[config.mk]
export PLATFORM = sky130hd
export DESIGN_NAME = x_23k640_arb
export DESIGN_NICKNAME = d
export VERILOG_FILES = /design/src/rtl/x_23K640_pkg.sv /design/src/rtl/x_23K640_tagfifo.sv /design/src/rtl/x_23k640_arb.sv
export SDC_FILE = /design/constraint.sdc
export NUM_CORES = 1
export LEC_CHECK = 0
export ABC_AREA = 0
export CORE_ASPECT_RATIO = 0.8
export CORE_MARGIN = 2
export CORE_UTILIZATION = 47
export CTS_CLUSTER_DIAMETER = 30
export DETAILED_ROUTE_END_ITERATION = 7
export PLACE_DENSITY = 0.93
export SKIP_CTS_REPAIR_TIMING = 1
export SLEW_MARGIN = 40
export SYNTH_ARGS = -nofsm -noshare
export SYNTH_HDL_FRONTEND = slang
export SYNTH_SLANG_ARGS = --single-unit
[constraint.sdc]
create_clock -name i_clk -period 6.86 [get_ports i_clk]
set_input_delay 0.686 -clock i_clk [delete_from_list [all_inputs] [get_ports i_clk]]
set_output_delay 0.686 -clock i_clk [all_outputs]
set_load 0.03 [all_outputs]
[src/rtl/x_23K640_pkg.sv]
// Shared types for the 23K640 request arbiter: request payload, requester index
// and the round-robin pointer helper.
package x_23K640_pkg;

    localparam int ADDR_W  = 19;
    localparam int DATA_W  = 8;
    localparam int MAX_REQ = 8;

    typedef logic [$clog2(MAX_REQ)-1:0] req_idx_t;

    typedef struct packed {
        logic              rd_n_wr;
        logic [ADDR_W-1:0] addr;
        logic [DATA_W-1:0] wdata;
    } req_t;

    function automatic req_idx_t wrap_inc(input req_idx_t idx, input int n);
        return (int'(idx) + 1 >= n) ? '0 : req_idx_t'(int'(idx) + 1);
    endfunction

endpackage

[src/rtl/x_23K640_tagfifo.sv]
// Read-ownership tag FIFO: holds the requester index of every outstanding read
// in acceptance order. Push when full and pop when empty are ignored.
module x_23K640_tagfifo #(
    parameter int WIDTH = 2,
    parameter int DEPTH = 8
) (
    input  logic                     i_clk,
    input  logic                     i_rst,
    input  logic                     push,
    input  logic                     pop,
    input  logic [WIDTH-1:0]         din,
    output logic [WIDTH-1:0]         dout,
    output logic [$clog2(DEPTH):0]   count,
    output logic                     full,
    output logic                     empty
);

    localparam int PTR_W = $clog2(DEPTH);
    localparam int CNT_W = PTR_W + 1;

    logic [WIDTH-1:0] mem_q [DEPTH];
    logic [PTR_W-1:0] wr_ptr_q, wr_ptr_d;
    logic [PTR_W-1:0] rd_ptr_q, rd_ptr_d;
    logic [CNT_W-1:0] count_q, count_d;
    logic             push_ok, pop_ok;

    assign full  = (count_q == CNT_W'(DEPTH));
    assign empty = (count_q == '0);
    assign count = count_q;
    assign dout  = mem_q[rd_ptr_q];

    always_comb begin
        // NOTE: every output of a combinational block is given a default first so no path can infer a latch.
        push_ok  = push && !full;
        pop_ok   = pop && !empty;
        wr_ptr_d = wr_ptr_q;
        rd_ptr_d = rd_ptr_q;
        count_d  = count_q;
        if (push_ok) wr_ptr_d = wr_ptr_q + 1'b1;
        if (pop_ok)  rd_ptr_d = rd_ptr_q + 1'b1;
        if (push_ok && !pop_ok)      count_d = count_q + 1'b1;
        else if (!push_ok && pop_ok) count_d = count_q - 1'b1;
    end

    // NOTE: sequential state is updated with non-blocking assignments so all flops sample pre-edge values.
    always_ff @(posedge i_clk or negedge i_rst) begin
        if (!i_rst) begin
            wr_ptr_q <= '0;
            rd_ptr_q <= '0;
            count_q  <= '0;
        end else begin
            wr_ptr_q <= wr_ptr_d;
            rd_ptr_q <= rd_ptr_d;
            count_q  <= count_d;
        end
    end

    // NOTE: the storage array is deliberately not reset; entries are only read after being written.
    always_ff @(posedge i_clk) begin
        if (push_ok) mem_q[wr_ptr_q] <= din;
    end

endmodule

[src/rtl/x_23k640_arb.sv]
// Round-robin request arbiter with registered downstream slot and read-tag routing.
// Define X_23K640_ARB_FIXED_PRIO_EN for fixed lowest-index priority (no rr pointer).
module x_23k640_arb
    import x_23K640_pkg::*;
#(
    parameter int NUM_REQ   = 4,
    parameter int TAG_DEPTH = 8
) (
    input  logic                        i_clk,
    input  logic                        i_rst,
    input  logic [NUM_REQ-1:0]          i_req_valid,
    output logic [NUM_REQ-1:0]          o_req_accept,
    input  logic [NUM_REQ-1:0]          i_req_rd_n_wr,
    input  logic [NUM_REQ*ADDR_W-1:0]   i_req_addr,
    input  logic [NUM_REQ*DATA_W-1:0]   i_req_wdata,
    output logic [NUM_REQ-1:0]          o_cpl_ready,
    output logic [DATA_W-1:0]           o_cpl_rdata,
    output logic                        o_valid,
    input  logic                        i_accept,
    output logic                        o_rd_n_wr,
    output logic [ADDR_W-1:0]           o_addr,
    output logic [DATA_W-1:0]           o_wdata,
    input  logic                        i_ready,
    input  logic [DATA_W-1:0]           i_rdata
);

    localparam int IDX_W = (NUM_REQ > 1) ? $clog2(NUM_REQ) : 1;
    localparam int CNT_W = $clog2(TAG_DEPTH) + 1;

    logic                 valid_q, valid_d;
    req_t                 slot_q, slot_d;
    logic [NUM_REQ-1:0]   cpl_ready_q, cpl_ready_d;
    logic [DATA_W-1:0]    cpl_rdata_q, cpl_rdata_d;

    req_t                 req_vec [NUM_REQ];
    logic [NUM_REQ-1:0]   eligible;
    logic [NUM_REQ-1:0]   accept;
    logic                 slot_free;
    logic                 found;
    logic                 grant;
    req_idx_t             win;
    req_t                 win_req;
    int                   search_base;
    int                   search_idx;

    logic                 tag_push, tag_pop, tag_full, tag_empty;
    logic [IDX_W-1:0]     tag_din, tag_dout;
    logic [CNT_W-1:0]     tag_count;

`ifndef X_23K640_ARB_FIXED_PRIO_EN
    req_idx_t             rr_ptr_q, rr_ptr_d;
`endif

    assign slot_free = !valid_q || i_accept;

    always_comb begin
        for (int i = 0; i < NUM_REQ; i++) begin
            req_vec[i].rd_n_wr = i_req_rd_n_wr[i];
            req_vec[i].addr    = i_req_addr[i*ADDR_W +: ADDR_W];
            req_vec[i].wdata   = i_req_wdata[i*DATA_W +: DATA_W];
            eligible[i]        = i_req_valid[i] &&
                                 (!i_req_rd_n_wr[i] || (tag_count < CNT_W'(TAG_DEPTH)));
        end
    end

    // Search from the base index upward with wrap; first eligible requester wins.
    always_comb begin
        found      = 1'b0;
        win        = '0;
        search_idx = 0;
`ifdef X_23K640_ARB_FIXED_PRIO_EN
        search_base = 0;
`else
        search_base = int'(rr_ptr_q);
`endif
        for (int k = 0; k < NUM_REQ; k++) begin
            search_idx = search_base + k;
            if (search_idx >= NUM_REQ) search_idx = search_idx - NUM_REQ;
            for (int i = 0; i < NUM_REQ; i++) begin
                if (!found && (i == search_idx) && eligible[i]) begin
                    found = 1'b1;
                    win   = req_idx_t'(i);
                end
            end
        end
    end

    // Gating with i_rst keeps the accept strobe low while async reset holds state.
    always_comb begin
        grant   = found && slot_free && i_rst;
        win_req = req_vec[0];
        for (int i = 0; i < NUM_REQ; i++) begin
            accept[i] = grant && (i == int'(win));
            if (i == int'(win)) win_req = req_vec[i];
        end
    end

    always_comb begin
        valid_d = valid_q;
        slot_d  = slot_q;
        if (grant) begin
            valid_d = 1'b1;
            slot_d  = win_req;
        end else if (i_accept) begin
            valid_d = 1'b0;
        end
    end

`ifndef X_23K640_ARB_FIXED_PRIO_EN
    always_comb begin
        rr_ptr_d = rr_ptr_q;
        if (grant) rr_ptr_d = wrap_inc(win, NUM_REQ);
    end

    always_ff @(posedge i_clk or negedge i_rst) begin
        if (!i_rst) rr_ptr_q <= '0;
        else        rr_ptr_q <= rr_ptr_d;
    end
`endif

    // Tag is taken at grant time, so the slot may still be waiting downstream.
    assign tag_push = grant && win_req.rd_n_wr && !tag_full;
    assign tag_din  = IDX_W'(win);
    assign tag_pop  = i_ready && !tag_empty;

    x_23K640_tagfifo #(
        .WIDTH (IDX_W),
        .DEPTH (TAG_DEPTH)
    ) u_tagfifo (
        .i_clk (i_clk),
        .i_rst (i_rst),
        .push  (tag_push),
        .pop   (tag_pop),
        .din   (tag_din),
        .dout  (tag_dout),
        .count (tag_count),
        .full  (tag_full),
        .empty (tag_empty)
    );

    always_comb begin
        cpl_ready_d = '0;
        cpl_rdata_d = cpl_rdata_q;
        if (tag_pop) begin
            for (int i = 0; i < NUM_REQ; i++) begin
                cpl_ready_d[i] = (i == int'(tag_dout));
            end
            cpl_rdata_d = i_rdata;
        end
    end

    always_ff @(posedge i_clk or negedge i_rst) begin
        if (!i_rst) begin
            valid_q     <= 1'b0;
            slot_q      <= '0;
            cpl_ready_q <= '0;
            cpl_rdata_q <= '0;
        end else begin
            valid_q     <= valid_d;
            slot_q      <= slot_d;
            cpl_ready_q <= cpl_ready_d;
            cpl_rdata_q <= cpl_rdata_d;
        end
    end

    assign o_req_accept = accept;
    assign o_valid      = valid_q;
    assign o_rd_n_wr    = slot_q.rd_n_wr;
    assign o_addr       = slot_q.addr;
    assign o_wdata      = slot_q.wdata;
    assign o_cpl_ready  = cpl_ready_q;
    assign o_cpl_rdata  = cpl_rdata_q;

endmodule
==> flow_summary_export.csv <==
group,metric,value,unit
run_status,status,"completed",
route,drc,0,
final_layout,area_growth,49.4,%
synth,syn_nets,575,
floorplan,dieHeight,87.6,um
clock_tree,clk_pin_slew_worst_paths,80,ps
sta,rsz0062_at_grt,"false",
floorplan,rows,30,
synth,ys_seq_area_share,44.6,%
floorplan,initial_core_util,48.5,%
grt,grt_pass1_wl,18500,um
final_layout,final-seq-area,1830,um^2
flow_run,drv_cap,0,
pwr,pwr-share-clk,14.2,%
sta,maxSlewViolCount,0,
pwr,p_comb_share,59.1,%
critical_path,r2r_start,"u_tagfifo.count[3]$_DFFE_PN0P_",
synth,synth_edf_count,16,
sta,hold_violations,0,
pwr,p_switching,1280,uW
critical_path,cp-end-kind,"flip-flop",
route,vias,3734,
clock_tree,cts.htree.levels,3,
route,vias_per_cell,5.23,
min_path,min_path_type,"input pin to async pin",
clock_tree,tritoncts,"yes",
critical_path,critPathKind,"input pin to flip-flop",
placement,dp_hpwl,8820,um
synth,post_synth.cell_area_avg,9.41,um^2
synth,async_flop_share,77.1,%
pwr,ir_worst_vdd,0.000411,V
grt,grt_max_degree,58,
final_layout,diodes,0,
synth,yosysWarnings,0,
synth,syn_area,4110,um^2
sta,fmax,0.177,GHz
grt,overflow,0,
sta,relSlewSlack,49.8,%
final_layout,fillers,642,
synth,syn_inst,437,
pwr,sw_frac_of_total,45.3,%
synth,yosys_register_bits,70,
clock_tree,cts_sinks,70,
sta,tns,0,ps
sta,finalCriticalPeriod,5650,ps
placement,routabilityCongestion,0.909,
placement,port-buffer-count,172,
sta,hold_ws,466,ps
grt,grt_pass1_vias,3722,
sta,setup_ws,1210,ps
pwr,p_per_area,459,nW/um^2
pwr,internal_power,1540,uW
grt,antenna_found_initial,0,
floorplan,die-area,9510,um^2
route,drtAntennaViolNets,0,
critical_path,cp.arrival,5860,ps
route,wl_per_cell,16.2,um
sta,finalClockSkew,13.2,ps
critical_path,required,7070,ps
final_layout,nNetsFinal,735,
route,drt_first_pass_iters,4,
grt,grt_usage,25.2,%
sta,finalSetupViolations,0,
floorplan,core,8480,um^2
final_layout,multi_input_area,2110,um^2
final_layout,drive_above_1_share,10.8,%
sta,timing.final.crit_share,82.4,%
pwr,power_frac_seq,26.8,%
critical_path,ff2ff_path_depth,20,
floorplan,die_width,109,um
clock_tree,clock_latency,340,ps
floorplan,ios,173,
synth,synth_ff_type,"dfrtp_1",
critical_path,crit_fanout,11,
critical_path,timing.reg2reg.setup_slack,1400,ps
final_layout,mostFrequentLayoutCells,"clkdlybuf4s50_1 (171), nor2_1 (90), a21oi_1 (71), dfrtp_1 (54), nand2_1 (41)",
sta,worst_pin_slew,753,ps
final_layout,final_common_cell,"clkdlybuf4s50_1",
critical_path,worstSetupStartpointType,"input pin",
route,drt-initial-drc-count,167,
pwr,leakagePower,0.00246,uW
critical_path,rr_endpoint,"u_tagfifo.count[3]$_DFFE_PN0P_",
clock_tree,cts_buffers,9,
clock_tree,clockBufferDepth,2,
placement,dp_slack,877,ps
route,wl,11500,um
clock_tree,root_buffer,"clkbuf_8",
synth,synth_cell_type_count,43,
## stage by stage
stage / power [uW] / util [%] / instances / area [um^2]
6_report: 2820 / 72.4 / 714 / 6140
5_1_grt: 3020 / 72.4 / 714 / 6140
2_1_floorplan: 1900 / - / 437 / 4110
4_1_cts: 2830 / 72.1 / 713 / 6120
3_3_place_gp: 2340 / 69.2 / 697 / 5870
3_5_place_dp: 2410 / 69.2 / 697 / 5870
## registers in the layout, indices dropped and copies added (netlist names)
signal	count
o_addr	19
u_tagfifo.mem_q	16
o_cpl_rdata	8
o_wdata	8
o_cpl_ready	4
u_tagfifo.count	4
rr_ptr_q	3
u_tagfifo.rd_ptr_q	3
u_tagfifo.wr_ptr_q	3
o_rd_n_wr	1
o_valid	1
## worst max-delay path by stage
| stage | startpoint | endpoint |
|---|---|---|
| 2_1_floorplan | i_req_valid[2] | u_tagfifo.count[3]$_DFFE_PN0P_ |
| 3_3_place_gp | i_req_rd_n_wr[2] | u_tagfifo.count[3]$_DFFE_PN0P_ |
| 3_5_place_dp | i_req_rd_n_wr[2] | u_tagfifo.count[3]$_DFFE_PN0P_ |
| 4_1_cts | i_req_rd_n_wr[2] | u_tagfifo.count[3]$_DFFE_PN0P_ |
| 5_1_grt | i_req_rd_n_wr[2] | u_tagfifo.count[3]$_DFFE_PN0P_ |
| 6_report | i_req_rd_n_wr[2] | u_tagfifo.count[3]$_DFFE_PN0P_ |
## cell families (layout without fill, tap and decap cells)
| logic type | after synthesis | after routing | synth area share [%] |
|---|---|---|---|
| and+or+nand+nor | 158 | 158 | 17.4 |
| muxes | 40 | 40 | 11.1 |
| AOI/OAI and AO/OA | 113 | 113 | 17.2 |
| xor gates and xnor gates | 8 | 8 | 1.70 |
| adders and majority gates | 10 | 10 | 3.23 |
| buffers and inverters | 38 | 203 | 4.84 |
| DFF | 70 | 70 | 44.6 |
## synth_stat cells, types with 4 or more instances
master | number | share of area, %
nor2_1 | 90 | 8.2
a21oi_1 | 71 | 8.6
dfrtp_1 | 54 | 33
nand2_1 | 41 | 3.7
mux2i_1 | 33 | 8.0
a21oi_2 | 20 | 4.3
edfxtp_1 | 16 | 12
clkbuf_1 | 14 | 1.3
ha_1 | 9 | 2.7
inv_1 | 8 | 0.73
xnor2_1 | 7 | 1.5
buf_2 | 6 | 0.73
and2_1 | 5 | 0.76
buf_6 | 5 | 1.4
nor3_1 | 5 | 0.61
mux4_2 | 4 | 2.2
nand2b_1 | 4 | 0.61
o21ai_0 | 4 | 0.49
## layer usage
metal / global-route usage [%] / routed length, um
met1: 29.7 / 4640
met2: 46.6 / 6070
met3: 5.73 / 710
met4: 6.76 / 134
met5: 0 / 0
## cell type report
class / count / share of cell area [%]
sequential: 70 / 29.8
multi-input combinational: 329 / 34.4
timing repair buffer: 179 / 28.9
tap: 112 / 2.28
clock buffer: 11 / 2.65
inverter: 8 / 0.489
clock inverter: 5 / 1.41
## critical path, stage by stage
cell             delay (ps)
clkdlybuf4s50_1         520
a21bo_2                 230
mux2i_1                 110
o22ai_1                 350
nand2_1                 180
o22ai_1                 640
ha_2                    360
nand2_1                  60
o21ai_0                  90
mux2i_1                 170
a21oi_1                 200
nand4_1                 600
inv_1                   230
ha_1                    220
inv_1                   110
ha_1                    320
a21o_1                  190
a21oi_1                 210
xnor2_1                 160
nor2_1                   70
xor2_1                  150
## power by group through the flow
stage          Sequential [uW]  Combinational [uW]  Clock, uW
6_report                   754                1670        400
5_1_grt                    777                1820        427
4_1_cts                    753                1660        409
3_5_place_dp               760                1650          0
3_3_place_gp               747                1590          0
2_1_floorplan              920                 980          0
(Power assumes the default switching activity.)
